File: src/rtl/fifo_rd_bridge.sv
// Read-side bridge from a registered-output FIFO to a valid/ready stream through a 2-entry skid buffer.
// Define FIFO_RD_BRIDGE_STATS_EN to add the rd_count pop counter output.
module fifo_rd_bridge #(
  parameter int FIFO_WIDTH = 16,
  parameter int BUF_DEPTH  = 2
) (
  input  logic                  clk,
  input  logic                  rst_n,
  input  logic [FIFO_WIDTH-1:0] data_out,
  input  logic                  empty,
  input  logic                  underflow,
  output logic                  rd_en,
  output logic [FIFO_WIDTH-1:0] m_data,
  output logic                  m_valid,
  input  logic                  m_ready,
`ifdef FIFO_RD_BRIDGE_STATS_EN
  output logic [15:0]           rd_count,
`endif
  output logic                  underflow_err
);

  logic [FIFO_WIDTH-1:0] skid_mem [2];
  logic [1:0]            occ;
  logic                  head_ptr;
  logic                  tail_ptr;
  logic                  vld_p1;
  logic                  pop;
  logic                  capture;
  logic                  discard;
  logic [2:0]            level;

  // p0: issue a read only if the word it returns is guaranteed a slot
  assign pop     = m_valid && m_ready;
  assign level   = {1'b0, occ} + {2'b00, vld_p1} - {2'b00, pop};
  assign rd_en   = rst_n && !empty && (level < 3'(BUF_DEPTH));

  // p1: the FIFO word requested last edge is presented now
  assign capture = vld_p1 && !underflow;
  assign discard = vld_p1 && underflow;

  always_ff @(posedge clk or negedge rst_n) begin
    if (!rst_n) begin
      vld_p1        <= 1'b0;
      occ           <= 2'd0;
      head_ptr      <= 1'b0;
      tail_ptr      <= 1'b0;
      underflow_err <= 1'b0;
    end else begin
      vld_p1        <= rd_en;
      occ           <= occ + {1'b0, capture} - {1'b0, pop};
      head_ptr      <= head_ptr ^ pop;
      tail_ptr      <= tail_ptr ^ capture;
      underflow_err <= underflow_err | discard;
    end
  end

  always_ff @(posedge clk) begin
    if (capture) begin
      skid_mem[tail_ptr] <= data_out;
    end
  end

  // p2: buffer head drives the stream; zeroed whenever nothing is held
  assign m_valid = (occ != 2'd0);
  assign m_data  = m_valid ? skid_mem[head_ptr] : '0;

`ifdef FIFO_RD_BRIDGE_STATS_EN
  always_ff @(posedge clk or negedge rst_n) begin
    if (!rst_n) begin
      rd_count <= 16'd0;
    end else if (pop) begin
      rd_count <= rd_count + 16'd1;
    end
  end
`endif

endmodule

File: config.mk
export PLATFORM = sky130hd
export DESIGN_NAME = fifo_rd_bridge
export DESIGN_NICKNAME = d
export VERILOG_FILES = /design/src/rtl/fifo_rd_bridge.sv
export SDC_FILE = /design/constraint.sdc
export NUM_CORES = 1
export LEC_CHECK = 0
export CAP_MARGIN = 30
export CORE_AREA = 10 10 67 69
export CTS_CLUSTER_SIZE = 20
export DETAILED_ROUTE_END_ITERATION = 6
export DIE_AREA = 0 0 77 79
export GPL_ROUTABILITY_DRIVEN = 1
export PLACE_DENSITY = 0.9
export SETUP_SLACK_MARGIN = 0.4
export SKIP_LAST_GASP = 1
export SLEW_MARGIN = 15
export SYNTH_ARGS = -nofsm -noshare
export SYNTH_HDL_FRONTEND = slang
export SYNTH_SLANG_ARGS = --single-unit
File: constraint.sdc
create_clock -name clk -period 3.3 [get_ports clk]
set_input_delay 0.495 -clock clk [delete_from_list [all_inputs] [get_ports clk]]
set_output_delay 0.495 -clock clk [all_outputs]
set_load 0.01 [all_outputs]
=== Word level (Yosys, flattened, before mapping) ===
Memories as Yosys holds them, arrays and structs flattened.
Cells that the tools add are included.

* Bitwise logic cells: 3
* Reductions and logical operators: 8
* Add/subtract/negate cells: 4
* Multiplexer cells: 3
* $lt $le $gt $ge: 1

{| class="wikitable"
|+ Operator list
! operator !! number
|-
| 16-bit two-way mux || 1
|-
| 1-bit logical AND || 5
|-
| 2-bit by 1-bit adder with 3-bit output || 1
|-
| 3-bit by 2-bit < comparator with 1-bit output (second input constant) || 1
|-
| 3-bit by 1-bit subtractor with 3-bit output || 1
|-
| 2-bit by 1-bit adder with 2-bit output || 1
|-
| 1-bit zero test || 2
|-
| 1-bit two-way mux || 2
|-
| 2-bit nonzero test || 1
|-
| 2-bit by 1-bit subtractor with 2-bit output || 1
|-
| 1-bit XOR || 2
|-
| 1-bit OR || 1
|}

* Memories: 1
* Input port bits: 21
* Output and inout port bits: 19
* Flip-flop bits (word level): 6
* Memory bits (writable): 32
* Logic and storage cells: 25

{| class="wikitable"
|+ Memory list
! name !! words !! bits a word !! read ports !! clocked after memory_dff !! write ports !! RTL line !! text
|-
| skid_mem || 2 || 16 || 1 || 0 || 1 || 22 || <nowiki>logic [FIFO_WIDTH-1:0] skid_mem [2];</nowiki>
|}

=== Longest topological paths before layout ===
Gate-level depths: netlist of the first run.

* Word-level depth: 5
* Gate-level depth with buffers: 7

=== Worst setup path before layout of the first run ===
No wires, ideal clock.

* Kind: reg2out
* From: register occ[1]
* To: output port rd_en
* Required time: 2.805 ns
* Path buffers: 1
* Slack: 1.097 ns
* Cell stages (with the launch flop): 7
* Arrival: 1.708 ns
* Cells stage by stage: dfrtp_1 -> buf_2 -> o21ai_2 -> nor2_1 -> fa_1 -> xor2_1 -> nor3_1

* Word-level cells in the longest chain between the ends: 5

{| class="wikitable"
|+ Ends and longest elaborated chain
! item !! RTL line !! text
|-
| start: declaration || 23 || <nowiki>logic [1:0] occ;</nowiki>
|-
| start signal: assignment || 50 || <nowiki>occ <= occ + {1'b0, capture} - {1'b0, pop};</nowiki>
|-
| branches (longest 2 deep; another with 2-bit by 1-bit adder with 3-bit output) || -- ||
|-
| 3-bit by 1-bit subtractor with 3-bit output * || 34 || <nowiki>assign level = {1'b0, occ} + {2'b00, vld_p1} - {2'b00, pop};</nowiki>
|-
| 3-bit by 2-bit < comparator with 1-bit output * || 35 || <nowiki>assign rd_en = rst_n && !empty && (level < 3'(BUF_DEPTH));</nowiki>
|-
| 1-bit logical AND * || 35 ||
|-
| end: declaration || 12 || <nowiki>output logic rd_en,</nowiki>
|}

Mark *: on every way between the ends.

=== Worst setup path after layout of the first run ===
Ends and elaborated chain as after synthesis.

==> results of run 1 <==
==> flip-flops by register name (all words and copies together) (netlist names) <==
signal / cells
underflow_err: 1
head_ptr: 1
skid_mem: 32
occ: 2
tail_ptr: 1
vld_p1: 1
==> cell families after synthesis <==
kind of cell               Yosys count  share of synthesized area, %
DFF                                 38                          70.7
and+or+nand+nor                     26                          7.56
muxes                               16                          10.2
buffers and inverters               10                          3.42
AOI/OAI and AO/OA                    4                          2.23
xor gates and xnor gates             4                          2.23
adders and majority gates            4                          3.66
==> routing by layer <==
| metal | track usage, % | wire length (um) | vias up |
|---|---|---|---|
| li1 | - | - | 447 |
| met1 | 9.99 | 1150 | 456 |
| met2 | 18.7 | 1670 | 28 |
| met3 | 4.39 | 214 | 7 |
| met4 | 6.02 | 79 | 0 |
| met5 | 0 | 0 | - |
==> worst register-to-register path: stages (launching register included) <==
cell and delay, ns:
dfrtp_1 0.45, nand2b_2 0.11, inv_1 0.14, ha_1 0.69
==> final cells by class <==
class / instances / area share [%]
multi-input cells: 54 / 19.7
inverters: 6 / 1.09
well taps: 46 / 2.79
clock buffers: 5 / 1.82
repair buffers: 40 / 19.1
clock inverters: 2 / 1.64
flip-flops and latches: 38 / 53.8
==> cell usage in the layout, fill, tap and decap left out <==
cell	synthesis	layout
nand4_1	3	3
a21o_2	1	1
nand2_1	2	2
buf_4	2	1
dfrtp_2	0	1
clkinv_1	0	1
bufinv_16	0	1
xor2_1	2	2
clkdlybuf4s50_1	0	37
clkbuf_4	0	5
a311o_1	1	1
inv_1	6	6
mux2i_1	16	16
dlygate4sd2_1	0	2
o211ai_1	1	1
xnor2_1	2	2
nor3_1	1	1
nand2b_2	1	1
dfrtp_1	6	5
nor2_1	18	18
o21ai_2	1	1
fa_1	1	1
ha_1	3	3
nor2_4	1	1
edfxtp_1	32	32
==> worst min path at each step <==
stage / start / end / slack [ns] / cells past startpoint
detailed placement: underflow_err$_DFF_PN0_ / underflow_err$_DFF_PN0_ / 0.45 / 1
floorplan: rst_n / head_ptr$_DFF_PN0_ / 0.20 / 0
global placement: underflow_err$_DFF_PN0_ / underflow_err$_DFF_PN0_ / 0.45 / 1
finish: rst_n / vld_p1$_DFF_PN0_ / 0.39 / 1
CTS: rst_n / vld_p1$_DFF_PN0_ / 0.39 / 1
global route: rst_n / vld_p1$_DFF_PN0_ / 0.41 / 1
==> metrics by stage <==
stage | cell area [um2] | std cells | utilization [%] | power, W
2_1_floorplan | 1570 | 102 | - | 0.00104
3_3_place_gp | 2000 | 184 | 61.7 | 0.00132
3_5_place_dp | 2000 | 184 | 61.7 | 0.00135
4_1_cts | 2070 | 191 | 63.9 | 0.00164
5_1_grt | 2070 | 191 | 63.9 | 0.00172
6_report | 2070 | 191 | 63.9 | 0.00162
==> power by group through the flow <==
stage / Combinational, W / Clock [W] / Sequential (W)
6_report: 0.000661 / 0.000295 / 0.000662
2_1_floorplan: 0.000406 / 0 / 0.000632
4_1_cts: 0.000678 / 0.000303 / 0.000663
3_3_place_gp: 0.000654 / 0 / 0.000664
5_1_grt: 0.000727 / 0.000322 / 0.000669
3_5_place_dp: 0.000679 / 0 / 0.000671
==> flow_summary.ini, run 1 <==
[run_status]
outcome = finished, final reports clean

[layout]
antenna_cells = 0
multi_input_area_um2 = 407
seq_area_um2 = 1110
nNetsFinal = 170
drive_above_1_share_pct = 8.28
fillCellCount = 248
syn_to_final_growth_pct = 31.4

[logic_synthesis]
synth_nets = 127
yosys_warnings = 0
ys_types = 21
syn_area_um2 = 1570
synthTopCellsByCount = 32 x edfxtp_1, 18 x nor2_1, 16 x mux2i_1
synth_area_leaders = edfxtp_1 61%, mux2i_1 10%, dfrtp_1 9.6%, nor2_1 4.3%, ha_1 2.4%
synth_top_flop_cell = edfxtp_1
synth_edf_count = 32
ys_ff_latch = 38
ys_seq_area_share_pct = 70.7
synth_cells = 102
synth_top_cell_area_share_pct = 61.1
synth_area_leader_cell = edfxtp_1
synth-async-reset-ratio_pct = 15.8
avgSynthCellArea_um2 = 15.4
synth.most_common_cell = edfxtp_1

[clocking]
postCtsHoldBufs = 0
post_cts_buffers = 0
cts.clk_slew.worst_paths_ns = 0.11
cts_sinks = 38
cts_tree = yes
cts_made_buffers = 5
cts_max_level = 2
cts_buffer_depth = 2
cts-root-buf = clkbuf_4
clkLatencyLatePin_ns = 0.35
post_cts_resized = 3

[power_and_ir_drop]
swShare_pct = 32.2
p_leak_nw = 0.793
switchingPower_w = 0.000521
power_density_nw_per_um2 = 784
p_comb_share_pct = 40.8
intPower_w = 0.00110
seq_power_share_pct = 40.9
ir_worst_vdd_mv = 0.553
clkPwrFrac_pct = 18.3

[worst_setup_path]
reg2reg_from = vld_p1$_DFF_PN0_
path_max_fanout = 8
cp_slowest_cell = dfrtp_2
cp_top_family = flip-flops
rr_worst_depth = 3
crit_arrival_ns = 2.25
critPathLaunch = occ[1]$_DFF_PN0_
critPathKind = reg2out
worst_ep_required_time_ns = 2.80
startpoint_type = register
path_cells = o21ai_2, nor2_1, fa_1, xor2_1, nor3_1, dlygate4sd2_1
crit_path_end_kind = output port
reg2reg_to = skid_mem[1][8]$_DFFE_PP_
critical_path_depth = 6
critical_path.max_stage_delay_ns = 0.50
rrSetupSlack_ns = 1.53
crit_buf_inv = 1
critPathCapture = rd_en

[grt]
antenna_found_initial = 0
grt_max_degree = 18
grt-ovfl-total = 0
grt_pass1_wl_um = 4930
track_usage_pct = 10.5
grt_pass1_vias = 1044

[detailed_routing]
post_drt_wl_per_cell_um = 16.3
first_pass_iters = 4
antenna_left = 0
vias = 938
via_per_inst = 4.91
drt_iter0_drc = 60
drc = 0
wl_um = 3120

[die]
die_w_um = 77
start_util_pct = 48.6
die_area_um2 = 6080
rows = 21
boundaryPins = 40
die_h_um = 79
core_region_area_um2 = 3230

[sta]
rsz0062_at_grt = false
setup_viol_count_final = 0
timing.setup.tns_ns = 0
hold_viol_final = 0
worst_slew_pin_slew_ns = 0.790
whs_ns = 0.393
timing.fmax_mhz = 365
min_period_over_period_pct = 83.1
fin_crit_ns = 2.74
fin_ws_ns = 0.559
finClkSkew_ns = 0.00972
final_max_slew_viol_count = 0
slew-limit-headroom_pct = 47.3

[run]
maxCapViolations = 0

[placement]
portBuffers = 39
gp_congestion = 0.674
dp_slack_ns = 0.0507
place_hpwl_um = 2250

[hold_path]
hold_path.class = in2async
Note: power is estimated with default switching activity, not from simulation.
==> run 2: changes to the inputs <==
- CORE_AREA: 10 10 67 69 -> 10 10 72 74
- DIE_AREA: 0 0 77 79 -> 0 0 82 84
- PLACE_DENSITY: 0.9 -> 0.82
- clock period: 3.3 -> 2.5 ns (I/O delays scaled with it)
==> flow_summary.ini, run 2 (synthesized netlist as in run 1, its figures left out) <==
[worst_setup_path]
startpoint_type = register
crit_buf_inv = 1
critical_path_depth = 6
crit_arrival_ns = 1.86
rr_worst_depth = 8
reg2reg_to = occ[1]$_DFF_PN0_
worst_ep_required_time_ns = 2.12
crit_path_end_kind = output port
cp_top_family = adder cells
path_max_fanout = 4
critPathKind = reg2out
reg2reg_from = occ[0]$_DFF_PN0_
critical_path.max_stage_delay_ns = 0.48
rrSetupSlack_ns = 0.78
path_cells = o21ai_2, nor2_2, fa_1, nand2_1, nor3_2, buf_2
cp_slowest_cell = fa_1

[die]
die_w_um = 82
core_region_area_um2 = 3860
boundaryPins = 40
die_h_um = 84
die_area_um2 = 6890
start_util_pct = 40.8
rows = 23

[grt]
met2_usage_pct = 17.4
grtUsageMet3_pct = 4.09
track_usage_pct = 9.35
grt_pass1_wl_um = 4840
grt_util_met1_pct = 8.49
busiest_layer = met2
antenna_found_initial = 0
grt_pass1_vias = 1022
grt_max_degree = 18
grt-ovfl-total = 0

[detailed_routing]
antenna_left = 0
vias = 977
post_drt_wl_per_cell_um = 15.2
via_per_inst = 4.72
first_pass_iters = 4
wl_um = 3150
drc = 0
drt_iter0_drc = 76

[clocking]
cts_sinks = 38
cts_max_level = 2
cts_buffer_depth = 2
cts.clk_slew.worst_paths_ns = 0.07
cts_tree = yes
cts-root-buf = clkbuf_8
clkLatencyLatePin_ns = 0.28
cts_made_buffers = 5

[layout]
largest_register_ffs = 32
top_regs = skid_mem: 32 flops, occ: 2 flops
antenna_cells = 0
drive_above_1_share_pct = 16.6
regMostFlops = skid_mem
syn_to_final_growth_pct = 42.0
nNetsFinal = 181
final_cell_mix = 32 x edfxtp_1, 30 x clkdlybuf4s50_1, 17 x nor2_1
mostFrequentLayoutCell = edfxtp_1

[run_status]
outcome = finished, final reports clean

[sta]
setup_viol_count_final = 0
hold_viol_final = 0
final_max_slew_viol_count = 0
fin_ws_ns = 0.267
worst_slew_pin_slew_ns = 0.349
rsz0062_at_grt = true
slew-limit-headroom_pct = 76.7
timing.setup.tns_ns = 0
timing.fmax_mhz = 448
min_period_over_period_pct = 89.3
fin_crit_ns = 2.23
finClkSkew_ns = 0.00744

[power_and_ir_drop]
p_total_w = 0.00228
p_leak_nw = 0.934
power_density_nw_per_um2 = 1020
ir_worst_vdd_mv = 0.622

[placement]
gp_congestion = 0.702
dp_slack_ns = -0.433
portBuffers = 39
place_hpwl_um = 2360

[hold_path]
hold_path.class = in2async

[run]
maxCapViolations = 0
[run 2: changes by cell type in the layout (fill, tap and decap cells not counted), moves of 2 or more]
cell | before | now
clkdlybuf4s50_1 | 37 | 30
buf_4 | 1 | 7
clkbuf_8 | 0 | 6
buf_6 | 0 | 2
buf_12 | 0 | 3
clkbuf_4 | 5 | 0
dlymetal6s2s_1 | 0 | 5
[run 2: worst max-delay path by stage]
stage / startpoint / end / slack [ns]
after floorplan: occ[1]$_DFF_PN0_ / rd_en / 0.42
after global placement: m_ready / rd_en / -0.30
after detailed placement: m_ready / rd_en / -0.43
after CTS: occ[0]$_DFF_PN0_ / rd_en / 0.27
after global routing: vld_p1$_DFF_PN0_ / rd_en / 0.14
final: occ[0]$_DFF_PN0_ / rd_en / 0.27
[run 2: through the flow]
step                      cell area [um2]  util, %  hold WS [ns]  instances
after floorplan                      1570        -        0.0794        102
after global placement               2080     53.9         0.447        195
after detailed placement             2080     53.9         0.453        195
after CTS                            2220     57.5         0.372        207
after global routing                 2230     57.9         0.374        207
final                                2230     57.9         0.381        207
[run 2: cell type report]
class / count / area [um2]
Sequential cell: 38 / 1110
Clock buffer: 7 / 86.3
Timing Repair Buffer: 51 / 529
Inverter: 6 / 22.5
Multi-Input combinational cell: 54 / 414
Clock inverter: 1 / 5.00
Fill cell: 331 / 1630
Tap cell: 50 / 62.6
[run 2: layer usage]
| layer | wire length (um) | part of all wire [%] |
|---|---|---|
| met1 | 1100 | 35 |
| met2 | 1810 | 57 |
| met3 | 207 | 6.6 |
| met4 | 35 | 1.1 |
| met5 | 0 | 0 |
[run 2: what timing repair did]
item | in CTS | in global routing
resized for setup | 12 | 5
hold buffers | 0 | 0
pin swaps | 6 | 0
setup buffers | 4 | 0
endpoints found under the setup margin | 18 | 15
[run 2: power by group]
group | internal, W | leakage (nW) | total [W] | switching [W]
Sequential | 0.000776 | 0.359 | 0.000820 | 0.0000439
Combinational | 0.000555 | 0.527 | 0.00104 | 0.000488
Clock | 0.000222 | 0.0482 | 0.000416 | 0.000194
